<file path="config.mk">
export PLATFORM = sky130hd
export DESIGN_NAME = acx_axil_reg_master
export DESIGN_NICKNAME = d
export VERILOG_FILES = /design/src/rtl/acx_axil_reg_master.sv
export SDC_FILE = /design/constraint.sdc
export NUM_CORES = 1
export LEC_CHECK = 0
export ABC_AREA = 1
export CORE_MARGIN = 3
export CORE_UTILIZATION = 44
export CTS_CLUSTER_DIAMETER = 150
export DETAILED_ROUTE_END_ITERATION = 6
export GPL_TIMING_DRIVEN = 0
export PLACE_DENSITY = 0.74
export SYNTH_ARGS = -nofsm -noshare
export SYNTH_HDL_FRONTEND = slang
export SYNTH_SLANG_ARGS = --single-unit
</file>
<file path="constraint.sdc">
create_clock -name i_clk -period 8.23 [get_ports i_clk]
set_input_delay 1.2345 -clock i_clk [delete_from_list [all_inputs] [get_ports i_clk]]
set_output_delay 1.2345 -clock i_clk [all_outputs]
set_load 0.03 [all_outputs]
</file>
<file path="src/rtl/acx_axil_reg_master.sv">
`timescale 1ns/1ps
// acx_axil_reg_master
// AXI4-Lite target that turns single reads/writes into held accesses on the
// shared configuration register bus. Strobes, address and write data are held
// until the OR-reduced slave hit arrives or a timeout expires (SLVERR).
// Ports:
//   i_clk, i_rst                      clock, asynchronous active-high reset
//   i_aw*/o_awready, i_w*/o_wready    AXI write address / write data channels
//   o_bresp/o_bvalid/i_bready         AXI write response channel
//   i_ar*/o_arready                   AXI read address channel
//   o_rdata/o_rresp/o_rvalid/i_rready AXI read data channel
//   o_reg_wr/o_reg_rd                 register bus byte write strobes / read strobe
//   o_reg_addr/o_reg_wdata            register bus address / write data
//   i_reg_addr_hit/i_reg_rdata        OR of slave hits / muxed slave read data
module acx_axil_reg_master #(
    parameter int TGT_ADDR_WIDTH = 28,
    parameter int TGT_DATA_WIDTH = 32,
    parameter int TIMEOUT = 255,
    parameter logic [TGT_DATA_WIDTH-1:0] ERR_DATA = 32'hDEADDEAD
) (
    input  logic                        i_clk,
    input  logic                        i_rst,
    input  logic [TGT_ADDR_WIDTH-1:0]   i_awaddr,
    input  logic                        i_awvalid,
    output logic                        o_awready,
    input  logic [TGT_DATA_WIDTH-1:0]   i_wdata,
    input  logic [TGT_DATA_WIDTH/8-1:0] i_wstrb,
    input  logic                        i_wvalid,
    output logic                        o_wready,
    output logic [1:0]                  o_bresp,
    output logic                        o_bvalid,
    input  logic                        i_bready,
    input  logic [TGT_ADDR_WIDTH-1:0]   i_araddr,
    input  logic                        i_arvalid,
    output logic                        o_arready,
    output logic [TGT_DATA_WIDTH-1:0]   o_rdata,
    output logic [1:0]                  o_rresp,
    output logic                        o_rvalid,
    input  logic                        i_rready,
    output logic [TGT_DATA_WIDTH/8-1:0] o_reg_wr,
    output logic                        o_reg_rd,
    output logic [TGT_ADDR_WIDTH-1:0]   o_reg_addr,
    output logic [TGT_DATA_WIDTH-1:0]   o_reg_wdata,
    input  logic                        i_reg_addr_hit,
    input  logic [TGT_DATA_WIDTH-1:0]   i_reg_rdata
);

    localparam int CW = $clog2(TIMEOUT + 1);
    localparam logic [CW-1:0] CNT_LAST = CW'(TIMEOUT - 1);
    localparam logic [1:0] RESP_OKAY   = 2'b00;
    localparam logic [1:0] RESP_SLVERR = 2'b10;
    localparam int SW = TGT_DATA_WIDTH / 8;

    typedef enum logic [1:0] {
        IDLE   = 2'd0,
        ACCESS = 2'd1,
        RESP   = 2'd2,
        DRAIN  = 2'd3
    } state_t;

    state_t                    state_r;
    logic                      aw_cap_r, w_cap_r;
    logic [TGT_ADDR_WIDTH-1:0] awaddr_r;
    logic [TGT_DATA_WIDTH-1:0] wdata_r;
    logic [SW-1:0]             wstrb_r;
    logic                      last_rd_r;   // 1: the most recently served access was a read
    logic                      is_rd_r;
    logic                      drain_r;
    logic [CW-1:0]             cnt_r;
    logic                      awready_r, wready_r, arready_r;
    logic                      bvalid_r, rvalid_r;
    logic [1:0]                bresp_r, rresp_r;
    logic [TGT_DATA_WIDTH-1:0] rdata_r;
    logic [SW-1:0]             reg_wr_r;
    logic                      reg_rd_r;
    logic [TGT_ADDR_WIDTH-1:0] reg_addr_r;
    logic [TGT_DATA_WIDTH-1:0] reg_wdata_r;

    logic aw_hs_s, w_hs_s, ar_hs_s;
    logic wr_go_s, rd_go_s, serve_wr_s, serve_rd_s;
    logic aw_cap_nxt_s, w_cap_nxt_s, idle_nxt_s;

    // Handshakes, start arbitration and next-cycle capture/IDLE decisions.
    always_comb begin
        aw_hs_s = i_awvalid && awready_r;
        w_hs_s  = i_wvalid && wready_r;
        ar_hs_s = i_arvalid && arready_r;
        // A write starts only from fully captured AW+W; arready is low while
        // anything is captured, so simultaneous AW/W/AR serve the read first.
        wr_go_s = (state_r == IDLE) && aw_cap_r && w_cap_r;
        rd_go_s = (state_r == IDLE) && ar_hs_s;
        serve_wr_s = wr_go_s && (!rd_go_s || last_rd_r);
        serve_rd_s = rd_go_s && (!wr_go_s || !last_rd_r);
        if (serve_wr_s) begin
            aw_cap_nxt_s = 1'b0;
            w_cap_nxt_s  = 1'b0;
        end else begin
            aw_cap_nxt_s = aw_cap_r || aw_hs_s;
            w_cap_nxt_s  = w_cap_r || w_hs_s;
        end
        case (state_r)
            IDLE:    idle_nxt_s = !(serve_wr_s || serve_rd_s);
            DRAIN:   idle_nxt_s = drain_r;
            default: idle_nxt_s = 1'b0;
        endcase
    end

    // Main FSM: channel capture, register-bus access, response and drain.
    always_ff @(posedge i_clk or posedge i_rst) begin
        if (i_rst) begin
            state_r     <= IDLE;
            aw_cap_r    <= 1'b0;
            w_cap_r     <= 1'b0;
            awaddr_r    <= '0;
            wdata_r     <= '0;
            wstrb_r     <= '0;
            last_rd_r   <= 1'b1;
            is_rd_r     <= 1'b0;
            drain_r     <= 1'b0;
            cnt_r       <= '0;
            awready_r   <= 1'b0;
            wready_r    <= 1'b0;
            arready_r   <= 1'b0;
            bvalid_r    <= 1'b0;
            rvalid_r    <= 1'b0;
            bresp_r     <= RESP_OKAY;
            rresp_r     <= RESP_OKAY;
            rdata_r     <= '0;
            reg_wr_r    <= '0;
            reg_rd_r    <= 1'b0;
            reg_addr_r  <= '0;
            reg_wdata_r <= '0;
        end else begin
            aw_cap_r  <= aw_cap_nxt_s;
            w_cap_r   <= w_cap_nxt_s;
            awready_r <= idle_nxt_s && !aw_cap_nxt_s;
            wready_r  <= idle_nxt_s && !w_cap_nxt_s;
            arready_r <= idle_nxt_s && !aw_cap_nxt_s && !w_cap_nxt_s;
            if (aw_hs_s) begin
                awaddr_r <= i_awaddr;
            end
            if (w_hs_s) begin
                wdata_r <= i_wdata;
                wstrb_r <= i_wstrb;
            end
            case (state_r)
                IDLE: begin
                    if (serve_wr_s) begin
                        last_rd_r <= 1'b0;
                        is_rd_r   <= 1'b0;
                        if (wstrb_r == {SW{1'b0}}) begin
                            // Nothing to write: answer OKAY without touching the bus.
                            bvalid_r <= 1'b1;
                            bresp_r  <= RESP_OKAY;
                            state_r  <= RESP;
                        end else begin
                            reg_addr_r  <= awaddr_r;
                            reg_wdata_r <= wdata_r;
                            reg_wr_r    <= wstrb_r;
                            cnt_r       <= '0;
                            state_r     <= ACCESS;
                        end
                    end else if (serve_rd_s) begin
                        last_rd_r  <= 1'b1;
                        is_rd_r    <= 1'b1;
                        reg_addr_r <= i_araddr;
                        reg_rd_r   <= 1'b1;
                        cnt_r      <= '0;
                        state_r    <= ACCESS;
                    end else begin
                        state_r <= IDLE;
                    end
                end
                ACCESS: begin
                    if (i_reg_addr_hit) begin
                        reg_wr_r <= '0;
                        reg_rd_r <= 1'b0;
                        state_r  <= RESP;
                        if (is_rd_r) begin
                            rdata_r  <= i_reg_rdata;
                            rresp_r  <= RESP_OKAY;
                            rvalid_r <= 1'b1;
                        end else begin
                            bresp_r  <= RESP_OKAY;
                            bvalid_r <= 1'b1;
                        end
                    end else if (cnt_r == CNT_LAST) begin
                        reg_wr_r <= '0;
                        reg_rd_r <= 1'b0;
                        state_r  <= RESP;
                        if (is_rd_r) begin
                            rdata_r  <= ERR_DATA;
                            rresp_r  <= RESP_SLVERR;
                            rvalid_r <= 1'b1;
                        end else begin
                            bresp_r  <= RESP_SLVERR;
                            bvalid_r <= 1'b1;
                        end
                    end else begin
                        cnt_r <= cnt_r + CW'(1);
                    end
                end
                RESP: begin
                    if ((bvalid_r && i_bready) || (rvalid_r && i_rready)) begin
                        bvalid_r <= 1'b0;
                        rvalid_r <= 1'b0;
                        drain_r  <= 1'b0;
                        state_r  <= DRAIN;
                    end else begin
                        state_r <= RESP;
                    end
                end
                DRAIN: begin
                    // Two strobe-free cycles let a slave's registered hit clear.
                    if (drain_r) begin
                        state_r <= IDLE;
                    end else begin
                        drain_r <= 1'b1;
                    end
                end
                default: begin
                    state_r <= IDLE;
                end
            endcase
        end
    end

    assign o_awready   = awready_r;
    assign o_wready    = wready_r;
    assign o_arready   = arready_r;
    assign o_bvalid    = bvalid_r;
    assign o_bresp     = bresp_r;
    assign o_rvalid    = rvalid_r;
    assign o_rresp     = rresp_r;
    assign o_rdata     = rdata_r;
    assign o_reg_wr    = reg_wr_r;
    assign o_reg_rd    = reg_rd_r;
    assign o_reg_addr  = reg_addr_r;
    assign o_reg_wdata = reg_wdata_r;

endmodule
</file>
# ---- Word level (Yosys, flattened, before mapping)
# Cells that the tools add are included.
dict set report op_classes {
  n_addsub 1
  eq_ne 18
  n_mux 58
  n_bitwise 1
  n_reduce_logical 45
}
# operator count
set ops {}
lappend ops {{$mux 32} 4}
lappend ops {{$mux 28} 3}
lappend ops {{$mux 8} 5}
lappend ops {{$mux 2} 15}
lappend ops {{$ne 2x2->1 const B} 10}
lappend ops {{$mux 1} 18}
lappend ops {{$mux 4} 4}
lappend ops {{$pmux 8 s2} 1}
lappend ops {{$reduce_and 5->1} 3}
lappend ops {{$logic_and 1x1->1} 13}
lappend ops {{$reduce_and 3->1} 4}
lappend ops {{$reduce_bool 2->1} 5}
lappend ops {{$ne 3x3->1 const B} 3}
lappend ops {{$add 8x1->8 const B} 1}
lappend ops {{$eq 8x8->1 const B} 1}
lappend ops {{$pmux 1 s2} 4}
lappend ops {{$pmux 2 s4} 1}
lappend ops {{$pmux 4 s2} 1}
lappend ops {{$reduce_and 4->1} 2}
lappend ops {{$logic_not 1->1} 6}
lappend ops {{$logic_or 1x1->1} 6}
lappend ops {{$reduce_and 2->1} 3}
lappend ops {{$eq 2x2->1 const B} 2}
lappend ops {{$logic_not 4->1} 1}
lappend ops {{7 further kinds} 7}
dict set report word_totals {
  reg_bits 185
  inputBits 132
  out_inout_bits 106
  elab_cells 145
}

# ---- Longest topological paths before layout
dict set report logic_depth {
  ltp_word 11
  ltp_mapped 12
  depth_no_buf 11
}

# ---- Least setup slack after synthesis
# OpenSTA, ideal clock, no wires.
dict set report synth_path {
  path_kind {input to register}
  from {input port i_awvalid}
  to {register awaddr_r[0]}
  setup_ns 0.125
  arrival_ns 2.226
  required_time_ns 8.105
  setup_slack_ns 5.879
  cell_stages 4
  n_path_buf 2
  cell_sequence {nand2_1 > clkbuf_1 > buf_2 > mux2_2}
}
dict set report synth_between {
  elab_chain_len 1
}
# element line
set synth_rtl {}
lappend synth_rtl {{start, declared} 24} ;# input logic i_awvalid,
lappend synth_rtl {{$logic_and 1x1->1} 85} ;# aw_hs_s = i_awvalid && awready_r;
lappend synth_rtl {{end signal, assigned} 140} ;# awaddr_r <= i_awaddr;
lappend synth_rtl {{end, declared} 63} ;# logic [TGT_ADDR_WIDTH-1:0] awaddr_r;
# No other way between the ends.
# A chain may end at the register's enable or synchronous reset.

# ---- Final worst setup path
dict set report layout_path {
  from {register arready_r, in the netlist o_arready}
  to {output port o_arready}
}
# element line
set layout_rtl {}
lappend layout_rtl {{start, declared} 70} ;# logic awready_r, wready_r, arready_r;
lappend layout_rtl {{start signal, assigned} 138} ;# arready_r <= idle_nxt_s && !aw_cap_nxt_s && !w_cap_nxt_s;
lappend layout_rtl {{end, declared} 35} ;# output logic o_arready,
# No word-level cell between the ends.

==> summary.txt <==
Timing
  – Final Critical Period: 2.76 ns
  – Final Max Slew Viols: 0
  – RSZ-0062 raised after global routing: no
  – Final hold slack: 0.470 ns
  – Least-Margin Pin Slew: 0.653 ns
  – Period utilisation layout: 33.6%
  – Max Fclk: 362 MHz
  – Layout Skew: 0.0123 ns
  – Fin. Hold Viols: 0
  – Slew headroom: 56.3%
  – Setup violators final: 0
  – Setup tns final: 0 ns

Cells and area
  – Diodes inserted: 0
  – Final Net Count: 1259
  – Area grow syn2layout: 41.9%
  – Share of layout cells above drive strength 1: 7.77%

Critical path
  – Length in cells of the worst reg-to-reg path: 10
  – R2r setup slk: 6.12 ns
  – Worst path top cell family by delay: buffers and inverters
  – Reg2reg start: state_r[1]
  – Max FO, Critical Path: 4
  – Worst Path Buf+Inv: 1
  – Crit path DAT: 1.53 ns
  – Crit-path cells: clkdlybuf4s50_1
  – CP max stage delay: 0.71 ns
  – WP depth: 1
  – Crit path to: o_arready
  – Crit path launch: o_arready
  – CP Capture Type: output port
  – Crit-path slowest cell: clkdlybuf4s50_1
  – Startpoint Class: register
  – Worst R2R End: o_reg_wdata[21]
  – Crit Path Class: register to output port
  – Crit path required time: 7.00 ns

Pwr
  – Net Sw Frac: 41.1%
  – Leakage: 5.32 nW
  – P_sw: 1.79 mW
  – Sequential share of power: 34.9%
  – Worst vdd ir: 189 uV
  – Power Total: 4.36 mW
  – Int Pwr: 2.57 mW
  – Clock Power Share: 18.7%
  – Combinational Power Share: 46.4%
  – Power Density: 394 nW/um2

Routing
  – Vias per cell: 4.84
  – Final WL: 19.5 mm
  – First drt pass iteration count: 4
  – Vias: 6576
  – # DRC: 0
  – Initial drt markers: 250
  – Final ANT Viol Nets: 0
  – Drt wl/cell: 14.4 um

Yosys
  – Flops & latches, synth: 183
  – Distinct cells, synth: 27
  – Syn. warnings: 0
  – Post-synthesis sequential area ratio: 58.8%
  – Post-synthesis cell count: 864
  – Mapped Area: 7790 um2
  – Synth Area per Inst: 9.01 um2

Placement
  – Post-DP HPWL: 14.2 mm
  – IO Port Bufs: 235
  – Routability congestion estimate: 0.892

Global route
  – First-pass GRT wire length: 31.9 mm
  – Number of antenna violations at the first check in global routing: 0
  – GRT Util Overall: 20.3%
  – Largest net degree at the start of global routing: 120
  – GRT overflow: 0
  – Vias in the first global route: 6456

Outcome
  – Status: completed

Clock network
  – Cell at the root of the clock tree: clkbuf_16
  – Clk Latency, worst-skew pair: 0.43 ns
  – Post-CTS setup buffer count: 0
  – CTS tree: built
  – # resized after CTS: 0
  – Htree depth: 4
  – Num CTS Buffers: 17
  – Hold buffer count at CTS: 0
  – # clock sinks: 183
  – Maximum clock insertion buffer count: 2
  – Clock Pin Slew Worst Setup and Hold Paths: 0.07 ns

Die
  – Die W: 139 um
  – Num ports: 238
  – Initial Utilization: 45.0%
  – Core region area: 17300 um2
  – # rows: 48
  – Die Footprint: 19300 um2
  – Die height: 139 um

Worst hold path
  – Hold path start: o_reg_addr[19]
  – Hold Crit Class: register to register

Flow run
  – Max cap viols: 0
-- Yosys cell counts --
cell,instances,area (um2)
o21ai_1,12,60.1
ha_1,7,87.6
nand2_1,274,1030
nand2_4,4,45.0
inv_1,60,225
buf_2,12,60.1
nand4_1,2,12.5
nand3_4,1,17.5
buf_4,2,15.0
conb_1,1,3.75
o21ai_0,52,260
o21bai_1,1,7.51
mux2_2,28,315
a21boi_1,1,7.51
a21oi_1,42,210
xor2_1,1,8.76
dfrtp_1,182,4550
nand2_2,2,12.5
xnor2_1,2,17.5
clkbuf_1,25,93.8
nand3_1,53,265
buf_6,3,33.8
nor2_4,1,11.3
nor3_1,1,5.00
nor2_1,84,315
a22o_1,10,87.6
dfstp_2,1,26.3
-- power by group through the flow --
stage | registers (mW) | clock network, mW | logic (mW)
after floorplan | 1.98 | 0 | 0.781
after global placement | 1.52 | 0 | 1.99
after detailed placement | 1.53 | 0 | 2.04
after CTS | 1.52 | 0.835 | 2.04
after global routing | 1.57 | 0.867 | 2.21
final | 1.52 | 0.814 | 2.02
-- through the flow --
step / cell area (um2) / setup WS (ns) / util [%] / instances
6_report: 11000 / 5.47 / 63.9 / 1358
5_1_grt: 11000 / 5.40 / 63.9 / 1358
4_1_cts: 11000 / 5.44 / 63.9 / 1358
3_5_place_dp: 10500 / 5.19 / 60.5 / 1326
3_3_place_gp: 10400 / -0.409 / 60.3 / 1325
2_1_floorplan: 7790 / 2.03 / - / 865
-- placed cells by master, fill, tap and decap left out, types with 2 or more instances in the layout --
cell type and n:
xnor2_1 2, nand4_1 2, clkbuf_16 17, a22o_1 10, mux2_2 28, buf_6 3
nand2_4 4, nand2_1 274, conb_1 2, nor2_1 84, o21ai_0 52, inv_1 59
clkdlybuf4s50_1 235, clkbuf_1 25, a21oi_1 42, inv_8 5, o21ai_1 12, nand3_1 53
buf_2 12, ha_1 7, nand2_2 2, buf_4 2, clkinv_4 2, dfrtp_1 182
inv_6 6
-- flip-flops by register name, summed over array words and instances, names as in the netlist, 2 cells and up --
name and count:
cnt_r 8, state_r 2, o_reg_wr 4, o_reg_wdata 32
awaddr_r 28, o_reg_addr 28, wstrb_r 4, o_rdata 32
wdata_r 32
-- layout make-up --
type	instances	area, um2
fillers	1477	6250
flip-flops and latches	183	4580
multi-input cells	580	2780
repair buffers	236	2380
clock buffers	18	439
well taps	225	282
inverters	60	233
plain buffers	42	203
clock inverters	14	150
-- cells by family after synthesis --
| kind of cell | Yosys count | share of synthesized area (%) |
|---|---|---|
| AOI/OAI and AO/OA | 118 | 8.13 |
| xor gates and xnor gates | 3 | 0.337 |
| adders and majority gates | 7 | 1.12 |
| buffers and inverters | 102 | 5.49 |
| DFF | 183 | 58.8 |
| muxes | 28 | 4.05 |
| other | 1 | 0.0482 |
| and+or+nand+nor | 422 | 22.0 |
-- tightest hold or removal path, cell delays in order (launching register included) --
cell and delay (ns):
dfrtp_1 0.34, nand2_1 0.05, nand2_1 0.05
-- worst min path at each step --
stage                     end  slack (ns)  cells past startpoint
2_1_floorplan        cnt_r[7]        0.47                      2
3_3_place_gp   o_reg_addr[20]        0.45                      2
3_5_place_dp   o_reg_addr[20]        0.46                      2
4_1_cts        o_reg_addr[20]        0.48                      2
5_1_grt         o_reg_addr[8]        0.49                      2
6_report       o_reg_addr[19]        0.47                      2
-- layer usage --
metal  GRT usage, %  vias to the layer above  routed length, um
met5              0                        -                  0
met1           26.0                     3097               8480
met2           33.0                      189               9250
met3           6.72                       24               1400
li1               -                     3266                  -
met4           6.18                        0                373
Note: power is estimated with default switching activity, not from simulation.
